$ cat src/rtl/hazard_pkg.sv
// ---------------------------------------------------------------------------
// hazard_pkg
// Shared types and constants for the pipeline hazard controller.
//   state_e    : controller FSM states (RUN, MEM_WAIT)
//   REG_ADDR_W : register-file address width
//   DEF_CNT_W  : default width of the performance counters
// ---------------------------------------------------------------------------
package hazard_pkg;

   localparam int REG_ADDR_W = 4;
   localparam int DEF_CNT_W  = 16;

   typedef enum logic {
      RUN      = 1'b0,
      MEM_WAIT = 1'b1
   } state_e;

endpackage : hazard_pkg

$ cat src/rtl/sat_counter.sv
// ---------------------------------------------------------------------------
// sat_counter
// Saturating up-counter with synchronous clear.
//   clk   : clock
//   rst   : synchronous active-high reset, value -> 0
//   clr   : synchronous clear, wins over inc
//   inc   : increment by one on the next rising edge (sticks at all-ones)
//   value : current count
// ---------------------------------------------------------------------------
module sat_counter #(
   parameter int W = 16
) (
   input  logic         clk,
   input  logic         rst,
   input  logic         clr,
   input  logic         inc,
   output logic [W-1:0] value
);

   logic [W-1:0] value_q, value_d;

   always_comb begin
      value_d = value_q;
      if (clr)
         value_d = '0;
      else if (inc && (value_q != {W{1'b1}}))
         value_d = value_q + 1'b1;
   end

   always_ff @(posedge clk) begin
      if (rst) value_q <= '0;
      else     value_q <= value_d;
   end

   assign value = value_q;

endmodule : sat_counter

$ cat src/rtl/hazard_control_unit.sv
// ---------------------------------------------------------------------------
// hazard_control_unit
// Pipeline hazard controller feeding the stage-register enables/clears.
// Detects load-use dependences between decode and execute, freezes the whole
// pipe while a multi-cycle data-memory load completes, flushes fetch/decode on
// taken branches, and keeps saturating stall/flush event counters.
//
// Ports:
//   clk, rst                 : clock, synchronous active-high reset
//   rs1/rs2_decode, uses_*   : source operands of the decode instruction
//   rd/wre/mem_read_execute  : destination info of the execute instruction
//   mem_read_memory          : memory-stage instruction is a load
//   branch_taken_execute     : taken branch/jump resolved in execute
//   counters_clear           : synchronous clear of both counters
//   stall_*                  : hold PC / IF-ID / ID-EX / EX-MEM
//   flush_decode/execute     : clear IF-ID / ID-EX to a bubble
//   mem_wait_active          : FSM is in MEM_WAIT
//   stall_cycles             : cycles with stall_fetch=1 (saturating)
//   flush_events             : cycles with flush_decode=1 (saturating)
// ---------------------------------------------------------------------------
module hazard_control_unit
   import hazard_pkg::*;
#(
   parameter int MEM_LAT = 2,
   parameter int CNT_W   = DEF_CNT_W
) (
   input  logic                  clk,
   input  logic                  rst,
   input  logic [REG_ADDR_W-1:0] rs1_decode,
   input  logic [REG_ADDR_W-1:0] rs2_decode,
   input  logic                  uses_rs1_decode,
   input  logic                  uses_rs2_decode,
   input  logic [REG_ADDR_W-1:0] rd_execute,
   input  logic                  wre_execute,
   input  logic                  mem_read_execute,
   input  logic                  mem_read_memory,
   input  logic                  branch_taken_execute,
   input  logic                  counters_clear,
   output logic                  stall_fetch,
   output logic                  stall_decode,
   output logic                  stall_execute,
   output logic                  stall_memory,
   output logic                  flush_decode,
   output logic                  flush_execute,
   output logic                  mem_wait_active,
   output logic [CNT_W-1:0]      stall_cycles,
   output logic [CNT_W-1:0]      flush_events
);

   localparam int CNT_BITS = $clog2(MEM_LAT) + 1;
   // Single-cycle memory never freezes the pipe.
   localparam bit MULTI_CYCLE = (MEM_LAT > 1);
   // The stall-start cycle itself is the first frozen cycle, so the wait
   // state only has to cover MEM_LAT-2 more before the release cycle.
   localparam logic [CNT_BITS-1:0] CNT_START =
      CNT_BITS'(MEM_LAT > 1 ? MEM_LAT - 2 : 0);

   state_e              state_q, state_d;
   logic [CNT_BITS-1:0] cnt_q, cnt_d;

   logic load_use;
   logic mem_stall_start;
   logic advancing;

   assign load_use = mem_read_execute & wre_execute &
                     ((uses_rs1_decode & (rd_execute == rs1_decode)) |
                      (uses_rs2_decode & (rd_execute == rs2_decode)));

   // In MEM_WAIT the load in memory is the one already being waited on, so
   // mem_read_memory is only looked at from RUN.
   assign mem_stall_start = (state_q == RUN) & mem_read_memory & MULTI_CYCLE;

   assign advancing = ((state_q == RUN) & ~mem_stall_start) |
                      ((state_q == MEM_WAIT) & (cnt_q == '0));

   // ---------------- state register ----------------
   always_ff @(posedge clk) begin
      if (rst) begin
         state_q <= RUN;
         cnt_q   <= '0;
      end else begin
         state_q <= state_d;
         cnt_q   <= cnt_d;
      end
   end

   // ---------------- next-state logic ----------------
   always_comb begin
      state_d = state_q;
      cnt_d   = cnt_q;
      unique case (state_q)
         RUN: begin
            if (mem_stall_start) begin
               state_d = MEM_WAIT;
               cnt_d   = CNT_START;
            end
         end
         MEM_WAIT: begin
            if (cnt_q == '0) state_d = RUN;
            else             cnt_d   = cnt_q - 1'b1;
         end
         default: begin
            state_d = RUN;
            cnt_d   = '0;
         end
      endcase
   end

   // ---------------- output logic ----------------
   always_comb begin
      stall_fetch     = 1'b0;
      stall_decode    = 1'b0;
      stall_execute   = 1'b0;
      stall_memory    = 1'b0;
      flush_decode    = 1'b0;
      flush_execute   = 1'b0;
      mem_wait_active = 1'b0;
      if (rst) begin
         // Bubbles into IF/ID and ID/EX while held in reset.
         flush_decode  = 1'b1;
         flush_execute = 1'b1;
      end else begin
         mem_wait_active = (state_q == MEM_WAIT);
         if (!advancing) begin
            // Whole pipe frozen; pending branch/load-use wait for release.
            stall_fetch   = 1'b1;
            stall_decode  = 1'b1;
            stall_execute = 1'b1;
            stall_memory  = 1'b1;
         end else if (branch_taken_execute) begin
            // Squashes the dependent instruction, so load-use is moot.
            flush_decode  = 1'b1;
            flush_execute = 1'b1;
         end else if (load_use) begin
            // Hold fetch/decode, drop one bubble into execute.
            stall_fetch   = 1'b1;
            stall_decode  = 1'b1;
            flush_execute = 1'b1;
         end
      end
   end

   // ---------------- performance counters ----------------
   sat_counter #(.W(CNT_W)) u_stall_cnt (
      .clk   (clk),
      .rst   (rst),
      .clr   (counters_clear),
      .inc   (stall_fetch),
      .value (stall_cycles)
   );

   sat_counter #(.W(CNT_W)) u_flush_cnt (
      .clk   (clk),
      .rst   (rst),
      .clr   (counters_clear),
      .inc   (flush_decode),
      .value (flush_events)
   );

endmodule : hazard_control_unit

$ cat config.mk
export PLATFORM = sky130hd
export DESIGN_NAME = hazard_control_unit
export DESIGN_NICKNAME = d
export VERILOG_FILES = /design/src/rtl/hazard_pkg.sv /design/src/rtl/sat_counter.sv /design/src/rtl/hazard_control_unit.sv
export SDC_FILE = /design/constraint.sdc
export NUM_CORES = 1
export LEC_CHECK = 0
export BUFFER_PORTS_ARGS = -buffer_cell sky130_fd_sc_hd__buf_4
export CORE_MARGIN = 3
export CORE_UTILIZATION = 50
export CTS_CLUSTER_SIZE = 10
export DETAILED_ROUTE_END_ITERATION = 7
export PLACE_DENSITY = 0.84
export SLEW_MARGIN = 15
export SYNTH_ARGS = -nofsm -noshare
export SYNTH_HDL_FRONTEND = slang
export SYNTH_SLANG_ARGS = --single-unit
$ cat constraint.sdc
create_clock -name clk -period 2.5 [get_ports clk]
set_input_delay 0 -clock clk [delete_from_list [all_inputs] [get_ports clk]]
set_output_delay 0 -clock clk [all_outputs]
set_load 0.02 [all_outputs]
==> out/summary.txt <==
Status -> finished clean
Synth async-reset ratio -> 0%
Flop and latch count out of synthesis -> 35
Initial core utilization -> 53.86%
DP Wirelength -> 3381 um
Min-delay worst type -> primary input to flop
Slew HR -> 37.75%
Final ANT Viol Nets -> 0
Routed vias -> 1929
Fillers -> 307
Die extent in x -> 67.13 um
I/O pin total -> 60
RSZ-0062 raised after global routing -> no
Clk sinks -> 35
Max_cap viols -> 0
Crit-path max cell delay -> 0.39 ns
WP data required -> 2.65 ns
Tcrit/Tclk final -> 89.73%
Final total power -> 1084 uW
# H-tree levels -> 2
Worst Path Arrival -> 2.39 ns
Remaining DRCs -> 0
Post-route setup TNS -> 0 ns
DR iter-0 viols -> 144
Total die area -> 0.004506 sq mm
Total wire length -> 4831 um
Util after Layout -> 71.03%
Clk slew on worst S/H paths -> 0.07 ns
Crit start category -> flop
Layout cells sized above 1 -> 27.05%
Pre-antenna DRT Iters -> 4
CTS tree -> yes
Leakage Power -> 0.0009663 uW
Clock Tree Root -> clkbuf_8
Worst path most repeated cell -> inv_1
Placer congestion estimate -> 0.8567
Slowest-stage cell, CP -> a31oi_1
Unique cell type count in the Yosys netlist -> 39
Grt ovf -> 0
Total GRT Usage -> 21.95%
Hold Vio Cnt, Final -> 0
Largest net degree at the start of global routing -> 32
Die H -> 67.13 um
Average wire per standard cell -> 14.29 um
First-pass GRT wire length -> 7817 um
Power per cell area -> 439.8 mW/mm^2
Area Growth Syn to Fin -> 31.88%
CP endpoint kind -> flop
Max Freq -> 445.8 MHz
Syn Nets -> 255
Setup Skew -> 0.009078 ns
Initial antenna violation count -> 0
YS warnings -> 0
Critical-path cell list -> inv_1 -> ha_1 -> nand2b_1 -> buf_4 -> a31oi_1 -> inv_1 -> o211ai_1 -> nor3_1 -> xnor2_1 -> nor2_1
Minimum clock period -> 2.243 ns
Syn avg cell area -> 8.087 sq um
Max-slew violation count -> 0
Crit path max fanout -> 7
Syn Inst Count -> 231
Number of global-route vias before repair -> 1743
Worst-Skew Late Latency -> 0.28 ns
Row count -> 21
Ys flop type -> dfxtp_1
Sequential area share after synthesis -> 37.51%
Inserted Diodes -> 0
Vias per Instance -> 5.707
Nets -> 316
Least-Margin Pin Slew -> 0.9252 ns
IO Port Bufs -> 59
Worst setup path class -> flop to flop
Mapped Area -> 0.001868 sq mm
CTS buffer count -> 5
EDFF count, synth -> 0
Final setup vio count -> 0
Placeable Area -> 0.003468 sq mm
Peak supply drop -> 0.0003614 V
Clock Path Buffers -> 2
==> path summary, 6_finish.rpt <==
path / end / cells past startpoint / startpoint / slack [ns]
max: u_flush_cnt.value[13]$_SDFFE_PP0P_ / 10 / cnt_q[0]$_SDFFE_PP0N_ / 0.26
min: u_flush_cnt.value[4]$_SDFFE_PP0P_ / 3 / counters_clear / 0.07
max reg2reg: u_flush_cnt.value[13]$_SDFFE_PP0P_ / 10 / cnt_q[0]$_SDFFE_PP0N_ / 0.26
min reg2reg: u_stall_cnt.value[10]$_SDFFE_PP0P_ / 2 / u_stall_cnt.value[10]$_SDFFE_PP0P_ / 0.52
==> critical path: cells and delay by family (launching register included) <==
family | cells | cell delay [ns]
AOI/OAI and AO/OA | 2 | 0.69
adders and majority gates | 1 | 0.17
DFF | 1 | 0.35
xor gates and xnor gates | 1 | 0.18
and+or+nand+nor | 3 | 0.32
buffers and inverters | 3 | 0.39
==> cells in the mapped netlist (3+ instances only) <==
| cell | count | area share [%] |
|---|---|---|
| nand3_1 | 15 | 4.0 |
| nand2_1 | 13 | 2.6 |
| nor2b_1 | 3 | 1.0 |
| xor2_1 | 11 | 5.2 |
| or4_2 | 3 | 1.4 |
| ha_1 | 3 | 2.0 |
| nor2_1 | 18 | 3.6 |
| and3_1 | 5 | 1.7 |
| inv_1 | 10 | 2.0 |
| a21oi_1 | 18 | 4.8 |
| o31ai_1 | 3 | 1.2 |
| nand4_1 | 8 | 2.7 |
| a31oi_1 | 4 | 1.3 |
| nor3_1 | 7 | 1.9 |
| dfxtp_1 | 35 | 38 |
| o21ai_0 | 14 | 3.8 |
| o211ai_1 | 4 | 1.6 |
| or3_1 | 13 | 4.4 |
| xnor2_1 | 5 | 2.3 |
| or4_1 | 7 | 2.8 |
| clkbuf_1 | 7 | 1.4 |
==> sequential cells by signal, summed over array words and instances (netlist names) <==
| name | flops |
|---|---|
| u_flush_cnt.value | 16 |
| u_stall_cnt.value | 16 |
| cnt_q | 2 |
| state_q | 1 |
==> where the power goes <==
group	switching [uW]	internal [uW]	leakage (uW)
logic	60.9	48.8	0.000637
registers	3.83	561	0.000282
clock network	193	216	0.0000470
total	258	825	0.000966
==> cells by family (layout without fill, tap and decap cells) <==
logic type	count (synthesis)	after routing	synth area share, %
xor gates and xnor gates	16	16	7.501
AOI/OAI and AO/OA	50	51	16.14
muxes	2	2	1.072
buffers and inverters	20	80	4.421
DFF	35	35	37.51
adders and majority gates	3	3	2.010
and+or+nand+nor	105	105	31.35
==> timing repair <==
| item | CTS | global route |
|---|---|---|
| hold buffers | 1 | 0 |
| cloned | 0 | 1 |
| setup buffers | 0 | 0 |
| resized for setup | 1 | 0 |
| pin swaps | 0 | 1 |
| endpoints found under the setup margin | 4 | 4 |
| endpoints found under the hold margin | 3 | 0 |
==> metal layers <==
| metal | track usage [%] | routed length (um) | vias up |
|---|---|---|---|
| met3 | 5.228 | 340 | 7 |
| met1 | 27.54 | 2133 | 890 |
| met4 | 4.557 | 38 | 0 |
| met5 | 0 | 0 | - |
| met2 | 38.04 | 2318 | 64 |
| li1 | - | - | 968 |
==> metrics by stage <==
| step | setup WS [ns] | cells | hold slack [ns] | area [sq um] |
|---|---|---|---|---|
| CTS | 0.2038 | 337 | 0.06387 | 2451 |
| finish | 0.2568 | 338 | 0.06620 | 2464 |
| detailed placement | -0.1822 | 329 | 0.2317 | 2346 |
| floorplan | 0.3470 | 231 | 0.2246 | 1868 |
| global placement | -0.01065 | 329 | 0.2301 | 2346 |
| global route | 0.04959 | 338 | 0.07264 | 2464 |
==> final cells by class <==
type | instances | area [sq um] | area share, %
tap | 46 | 57.56 | 2.336
multi-input combinational | 177 | 1105 | 44.85
clock buffer | 6 | 82.58 | 3.352
inverter | 10 | 37.54 | 1.524
sequential | 35 | 700.7 | 28.44
timing repair buffer | 63 | 475.5 | 19.30
clock inverter | 1 | 5.005 | 0.2031
==> layout by cell type (no fill, tap or decap), types with 10 or more instances in the layout <==
cell type | netlist | layout
dfxtp_1 | 35 | 35
or3_1 | 13 | 13
o21ai_0 | 14 | 14
nand2_1 | 13 | 13
nand3_1 | 15 | 15
buf_4 | 2 | 62
nor2_1 | 18 | 18
inv_1 | 10 | 10
a21oi_1 | 18 | 18
xor2_1 | 11 | 11
Note: power is estimated with default switching activity, not from simulation.
